===== src/rtl/l2_dc_responder_pkg.sv =====
// Shared types and constants for the L2 dcache responder: state encoding,
// bus widths, read/write encodings and default timing.
package l2_dc_responder_pkg;

  localparam int unsigned L2_LINE_BUS    = 128;
  localparam int unsigned L2_ADDR_BUS    = 32;
  localparam int unsigned L2_OFFSET_W    = 4;
  localparam int unsigned L2_LAT_DEFAULT = 2;

  localparam logic L2_RW_READ  = 1'b0;
  localparam logic L2_RW_WRITE = 1'b1;

  typedef enum logic [2:0] {
    ST_IDLE     = 3'd0,
    ST_LOOKUP   = 3'd1,
    ST_ACCESS   = 3'd2,
    ST_FILL     = 3'd3,
    ST_WAIT_CPL = 3'd4,
    ST_DONE     = 3'd5
  } l2_state_e;

endpackage


===== src/rtl/l2_dc_responder.sv =====
// L2-side responder for L1 dcache line fills and dirty-line writebacks.
// Latches one request, sequences it onto the backing store, returns fills to L1.
module l2_dc_responder
  import l2_dc_responder_pkg::*;
#(
  parameter int unsigned L2_LAT = L2_LAT_DEFAULT,
  parameter int unsigned LINE_W = L2_LINE_BUS,
  parameter int unsigned ADDR_W = L2_ADDR_BUS
) (
  input  logic              clk,
  input  logic              reset,
  input  logic              drq,
  input  logic              l2_cache_rw,
  input  logic [ADDR_W-1:0] l2_addr,
  input  logic [LINE_W-1:0] rd_to_l2,
  input  logic              complete,
  output logic              l2_busy,
  output logic              l2_rdy,
  output logic              mem_wr_dc_en,
  output logic [LINE_W-1:0] l2_rd_line,
  output logic              l2_complete,
  output logic              bs_req,
  output logic              bs_rw,
  output logic [ADDR_W-1:0] bs_addr,
  output logic [LINE_W-1:0] bs_wd,
  input  logic              bs_ack,
  input  logic [LINE_W-1:0] bs_rd
);

  localparam int unsigned CNT_W = $clog2(L2_LAT) + 1;
  localparam logic [CNT_W-1:0] CNT_INIT = CNT_W'(L2_LAT - 1);
  localparam int unsigned LA_W = ADDR_W - L2_OFFSET_W;

  l2_state_e          state;
  logic [CNT_W-1:0]   cnt;
  logic [LA_W-1:0]    addr_q;
  logic               rw_q;
  logic [LINE_W-1:0]  wd_q;
  logic [LINE_W-1:0]  line_q;
  logic               turn;

  // Offset bits never reach the backing store.
  logic unused_offset;
  assign unused_offset = ^l2_addr[L2_OFFSET_W-1:0];

  assign bs_rw      = rw_q;
  assign bs_addr    = {addr_q, {L2_OFFSET_W{1'b0}}};
  assign bs_wd      = wd_q;
  assign l2_rd_line = line_q;

  always_ff @(posedge clk or posedge reset) begin
    if (reset) begin
      state        <= ST_IDLE;
      cnt          <= '0;
      addr_q       <= '0;
      rw_q         <= 1'b0;
      wd_q         <= '0;
      line_q       <= '0;
      turn         <= 1'b0;
      l2_busy      <= 1'b0;
      l2_rdy       <= 1'b0;
      mem_wr_dc_en <= 1'b0;
      l2_complete  <= 1'b0;
      bs_req       <= 1'b0;
    end else begin
      l2_rdy       <= 1'b0;
      mem_wr_dc_en <= 1'b0;
      l2_complete  <= 1'b0;
      case (state)
        ST_IDLE: begin
          // First IDLE cycle after DONE: L1 is still dropping drq.
          if (turn) begin
            turn <= 1'b0;
          end else if (drq) begin
            addr_q  <= l2_addr[ADDR_W-1:L2_OFFSET_W];
            rw_q    <= l2_cache_rw;
            // Write data only loaded on writebacks so bs_wd stays stable across fills.
            if (l2_cache_rw == L2_RW_WRITE) wd_q <= rd_to_l2;
            cnt     <= CNT_INIT;
            l2_busy <= 1'b1;
            state   <= ST_LOOKUP;
          end
        end
        ST_LOOKUP: begin
          if (cnt == '0) begin
            bs_req <= 1'b1;
            state  <= ST_ACCESS;
          end else begin
            cnt <= cnt - 1'b1;
          end
        end
        ST_ACCESS: begin
          if (bs_ack) begin
            bs_req <= 1'b0;
            if (rw_q == L2_RW_READ) begin
              line_q       <= bs_rd;
              l2_rdy       <= 1'b1;
              mem_wr_dc_en <= 1'b1;
              state        <= ST_FILL;
            end else begin
              l2_complete <= 1'b1;
              state       <= ST_DONE;
            end
          end
        end
        ST_FILL: begin
          state <= ST_WAIT_CPL;
        end
        ST_WAIT_CPL: begin
          if (complete) begin
            l2_complete <= 1'b1;
            state       <= ST_DONE;
          end
        end
        ST_DONE: begin
          l2_busy <= 1'b0;
          turn    <= 1'b1;
          state   <= ST_IDLE;
        end
        default: begin
          l2_busy <= 1'b0;
          bs_req  <= 1'b0;
          state   <= ST_IDLE;
        end
      endcase
    end
  end

endmodule

===== config.mk =====
export PLATFORM = sky130hd
export DESIGN_NAME = l2_dc_responder
export DESIGN_NICKNAME = d
export VERILOG_FILES = /design/src/rtl/l2_dc_responder_pkg.sv /design/src/rtl/l2_dc_responder.sv
export SDC_FILE = /design/constraint.sdc
export NUM_CORES = 1
export LEC_CHECK = 0
export BUFFER_PORTS_ARGS = -buffer_cell sky130_fd_sc_hd__buf_2
export CORE_AREA = 2 2 229 231
export CTS_CLUSTER_DIAMETER = 150
export CTS_CLUSTER_SIZE = 16
export DETAILED_ROUTE_END_ITERATION = 7
export DIE_AREA = 0 0 231 233
export SLEW_MARGIN = 20
export SYNTH_ARGS = -nofsm -noshare
export SYNTH_HDL_FRONTEND = slang
export SYNTH_SLANG_ARGS = --single-unit

===== constraint.sdc =====
create_clock -name clk -period 24 [get_ports clk]
set_input_delay 2.4 -clock clk [delete_from_list [all_inputs] [get_ports clk]]
set_output_delay 2.4 -clock clk [all_outputs]
set_load 0.03 [all_outputs]

### Word-level counts from Yosys, hierarchy flattened

Cells that the tools add are included.

| storage, ports and cells | value |
|---|---|
| bits in registers | 295 |
| bits of input ports | 294 |
| output and inout bits | 294 |

| cells by class | value |
|---|---|
| $add $sub $neg | 1 |
| equal/unequal tests | 11 |
| multiplexer cells | 25 |
| bitwise logic cells | 4 |
| reduce and logical (&&, ||, !) cells | 13 |

Operator list:

| kind | number |
|---|---|
| $mux 3 | 6 |
| $pmux 3 s5 | 1 |
| $ne 2x2->1 const B | 6 |
| $reduce_and 3->1 | 4 |
| $mux 1 | 10 |
| $reduce_and 4->1 | 2 |
| $reduce_or 4->1 | 2 |
| $eq 3x2->1 const B | 2 |
| $eq 3x3->1 const B | 2 |
| $mux 2 | 3 |
| $pmux 1 s2 | 3 |
| $reduce_and 5->1 | 1 |
| $not 1->1 | 4 |
| $pmux 2 s2 | 1 |
| $reduce_bool 2->1 | 2 |
| $eq 3x1->1 const B | 1 |
| $logic_not 3->1 | 1 |
| $pmux 1 s3 | 1 |
| $logic_not 2->1 | 1 |
| $sub 2x1->2 const B | 1 |

### Depth between registers and ports, before layout

| depth | value |
|---|---|
| depth after elaboration | 4 |
| mapped depth | 5 |
| depth with buffers taken out | 5 |

### Least setup slack after synthesis

OpenSTA, ideal clock, no wires.

| path | value |
|---|---|
| path type | input to register |
| start point | in drq |
| end point | reg wd_q[0], in the netlist bs_wd[0] |
| library setup time | 0.125 ns |
| arrival time | 3.388 ns |
| data required time | 23.875 ns |
| path slack | 20.486 ns |
| stages | 5 |
| path buffers | 2 |
| cells stage by stage | nand2b_1 > nand4b_4 > buf_2 > buf_6 > mux2_4 |

| between the ends | value |
|---|---|
| cells in the longest elaborated chain, start to end | 1 |

RTL lines:

| item | line | source |
|---|---|---|
| start: declaration | l2_dc_responder.sv:12 | `input logic drq,` |
| $reduce_and 4->1 (no line) | n/a |  |
| end signal: assignment | l2_dc_responder.sv:78 | `if (l2_cache_rw == L2_RW_WRITE) wd_q <= rd_to_l2;` |
| end: declaration | l2_dc_responder.sv:38 | `logic [LINE_W-1:0] wd_q;` |

No other way between the ends.
A chain may end at the register's enable or synchronous reset.

### Worst setup path after layout

| path | value |
|---|---|
| start point | in drq |
| end point | reg wd_q[10], in the netlist bs_wd[10] |

The elaborated chain is that of the path after synthesis.

==> impl_metrics.env <==
export IMPL_synth_distinct_cells=31
export IMPL_placementRows=83
export IMPL_post_route_drc_count=0
export IMPL_p_int_mw=1.26
export IMPL_hold_class="register to register"
export IMPL_first_global_vias=7904
export IMPL_grt_usage_pct=10.5
export IMPL_drt_total_wl_um=30100
export IMPL_vias_per_cell=3.92
export IMPL_hold_slack_ns=0.485
export IMPL_critical_path_max_stage_delay_ns=0.85
export IMPL_fin_tns_setup_ns=0
export IMPL_crit_path_cell_trace="buf_2, nand2b_1, nand4b_4, buf_4, buf_4, mux2_1"
export IMPL_crit_path_start="drq"
export IMPL_slew_violations=0
export IMPL_yosysSeqAreaShare_pct=65.9
export IMPL_drt_initial_drc_count=144
export IMPL_cell_depth_of_the_worst_flop_to_flop_path=5
export IMPL_num_nets_final=1533
export IMPL_global_route_wire_length_before_repair_um=44700
export IMPL_overall_die_area_mm2=0.0538
export IMPL_worst_r2r_endpoint="bs_wd[10]"
export IMPL_yosys_cell_count_top_type="sky130_fd_sc_hd__dfrtp_1"
export IMPL_power_density_mw_per_mm2=149
export IMPL_ratio_of_cells_with_drive_above_1_in_the_final_layout_pct=55.6
export IMPL_finalWorstSetupSlack_ns=19.48
export IMPL_cts_root_buffer="sky130_fd_sc_hd__clkbuf_16"
export IMPL_area_growth_pct=36.8
export IMPL_grt_max_degree=113
export IMPL_cts_buffers=22
export IMPL_p_comb_share_pct=47.4
export IMPL_fp_dieW_um=231
export IMPL_post_synth_instance_area_mm2=0.0112
export IMPL_ctsHtreeMaxLevel=1
export IMPL_timing_critical_path_from_type="primary input"
export IMPL_ys_ff_latch=295
export IMPL_switching_share_pct=44.7
export IMPL_count_of_yosys_warnings_during_synthesis=0
export IMPL_place_ws_ns=18.86
export IMPL_placed_cells=1894
export IMPL_vdd_ir_drop_max_uv=64.3
export IMPL_initial_utilization_pct=21.9
export IMPL_layoutNonFillerInstCount=1919
export IMPL_yosys_top_cells_area="sky130_fd_sc_hd__dfrtp_1 (66%), sky130_fd_sc_hd__mux2_1 (21%), sky130_fd_sc_hd__mux2_2 (6.4%), sky130_fd_sc_hd__mux2_4 (1.2%), sky130_fd_sc_hd__buf_6 (1.2%)"
export IMPL_core_area_mm2=0.0511
export IMPL_postSynthAreaPerCell_um2=16.9
export IMPL_final_setup_viol_count=0
export IMPL_tritoncts="done"
export IMPL_run_status="complete, no violations"
export IMPL_reg2reg_setup_slack_ns=20.86
export IMPL_timing_critical_path_to="bs_wd[10]"
export IMPL_wl_per_cell_um=15.7
export IMPL_synth_async_reset_ratio_pct=100
export IMPL_post_cts_resized_instances=0
export IMPL_worst_slew_pin_transition_ns=1.10
export IMPL_crit_path_max_fanout=79
export IMPL_synth_edf_count=0
export IMPL_worst_skew_pair_late_latency_ns=0.53
export IMPL_cts_post_setup_buffers_inserted=0
export IMPL_buffer_ports_inserted=579
export IMPL_floorplan_io_pins=588
export IMPL_p_total_mw=2.28
export IMPL_synth_top_cells_by_count="sky130_fd_sc_hd__dfrtp_1 (295), sky130_fd_sc_hd__mux2_1 (211), sky130_fd_sc_hd__mux2_2 (64), sky130_fd_sc_hd__buf_4 (14), sky130_fd_sc_hd__buf_6 (12)"
export IMPL_hpwlAfterDp_um=23300
export IMPL_post_synth_inst_count=664
export IMPL_grt_overflow_total=0
export IMPL_min_period_over_period_pct=18.8
export IMPL_arrival_ns=4.92
export IMPL_drt_pass1_iter_count=4
export IMPL_timing_rr_start="state[1]"
export IMPL_count_of_hold_buffers_inserted_by_post_cts_repair=0
export IMPL_yosys_area_top_type="sky130_fd_sc_hd__dfrtp_1"
export IMPL_gp_weighted_congestion=0.852
export IMPL_critPathKind="primary input to register"
export IMPL_final_util_pct=30.0
export IMPL_ant_nets=0
export IMPL_max_cap_viol_count=0
export IMPL_cts_clk_slew_worst_paths_ns=0.07
export IMPL_fmaxAchievable_mhz=221
export IMPL_finClkSkew_ns=0.00949
export IMPL_cellLeakagePower_nw=7.86
export IMPL_synth_top_cell_area_share_pct=65.9
export IMPL_max_slew_margin_rel_pct=27.0
export IMPL_power_net_switching_mw=1.02
export IMPL_power_sequential_fraction_pct=37.9
export IMPL_endpoint_kind="register"
export IMPL_clock_sinks=295
export IMPL_grt_antenna_before_repair=2
export IMPL_cp_data_required_time_ns=24.40
export IMPL_max_clock_path_buffers=3
export IMPL_final_design_area_no_fill_mm2=0.0153
export IMPL_worst_path_max_delay_cell="sky130_fd_sc_hd__buf_4"
export IMPL_rsz0062_at_grt="false"
export IMPL_finalHoldViolations=0
export IMPL_library_cell_appearing_most_often_on_the_critical_path="sky130_fd_sc_hd__buf_4"
export IMPL_layout_min_cycle_time_ns=4.52
export IMPL_postSynth_topFlopCell="sky130_fd_sc_hd__dfrtp_1"
export IMPL_detailroute_via_count=7527
export IMPL_p_clk_share_pct=14.8
export IMPL_place_area_mm2=0.0147
export IMPL_chipHeight_um=233
## layout by cell type (no fill, tap or decap), types with 3 or more instances in the layout
| master | count |
|---|---|
| sky130_fd_sc_hd__buf_4 | 7 |
| sky130_fd_sc_hd__conb_1 | 4 |
| sky130_fd_sc_hd__mux2_2 | 64 |
| sky130_fd_sc_hd__o21ai_0 | 5 |
| sky130_fd_sc_hd__nand2_1 | 5 |
| sky130_fd_sc_hd__dfrtp_1 | 295 |
| sky130_fd_sc_hd__mux2_1 | 211 |
| sky130_fd_sc_hd__a21oi_1 | 3 |
| sky130_fd_sc_hd__nor2_1 | 4 |
| sky130_fd_sc_hd__inv_1 | 6 |
| sky130_fd_sc_hd__mux2_4 | 9 |
| sky130_fd_sc_hd__clkbuf_16 | 23 |
| sky130_fd_sc_hd__buf_2 | 579 |
| sky130_fd_sc_hd__nor2b_1 | 3 |
## worst max-delay path: cells and delay by family
kind,cells,cell delay [ns]
multiplexers,1,0.40
buffers and inverters,3,1.47
AND/OR/NAND/NOR,2,0.46
## routing by layer
metal	vias to the layer above	routed length, µm	GRT usage, %
li1	3445	-	-
met1	3723	11200	11.8
met2	321	15900	19.7
met3	38	2380	2.66
met4	0	623	2.96
met5	-	0	0
## layout make-up
cell class,instances,area (µm²)
antenna,1,2.50
clock buffer,23,576
clock inverter,1,11.3
fill,5217,35800
inverter,7,33.8
multi-input combinational,326,3520
sequential,295,7380
tap,680,851
timing repair buffer,586,2950
## cells by family after synthesis
family	after synthesis	synth area share [%]
multiplexers	284	28.8
adder cells (fa/ha/maj)	1	0.112
AND/OR/NAND/NOR	20	1.26
flip-flops	295	65.9
AO/OA/AOI/OAI	17	0.949
other	1	0.0335
buffers and inverters	46	2.94
## worst min-delay path by stage
stage                                 to  cells after the start           start  slack (ns)
final                      l2_rd_line[6]                      1   l2_rd_line[6]        0.48
after global routing      l2_rd_line[10]                      1  l2_rd_line[10]        0.50
after CTS                      bs_wd[72]                      1       bs_wd[72]        0.49
after detailed placement         l2_busy                      1         l2_busy        0.47
after global placement           l2_busy                      1         l2_busy        0.46
after floorplan                     turn                      2            turn        0.48
## registers in the layout, summed over array words and instances (netlist names)
register and count:
mem_wr_dc_en 1, bs_wd 128, l2_busy 1, l2_rd_line 128, addr_q 28, bs_rw 1, cnt 2, turn 1
bs_req 1, l2_complete 1, state 3
## power groups by stage
stage	clock network, mW	registers (mW)	logic [mW]
3_3_place_gp	0	0.865	1.09
3_5_place_dp	0	0.874	1.10
5_1_grt	0.371	0.897	1.14
4_1_cts	0.354	0.868	1.10
6_report	0.337	0.865	1.08
2_1_floorplan	0	1.35	0.261
(Power assumes the default switching activity.)
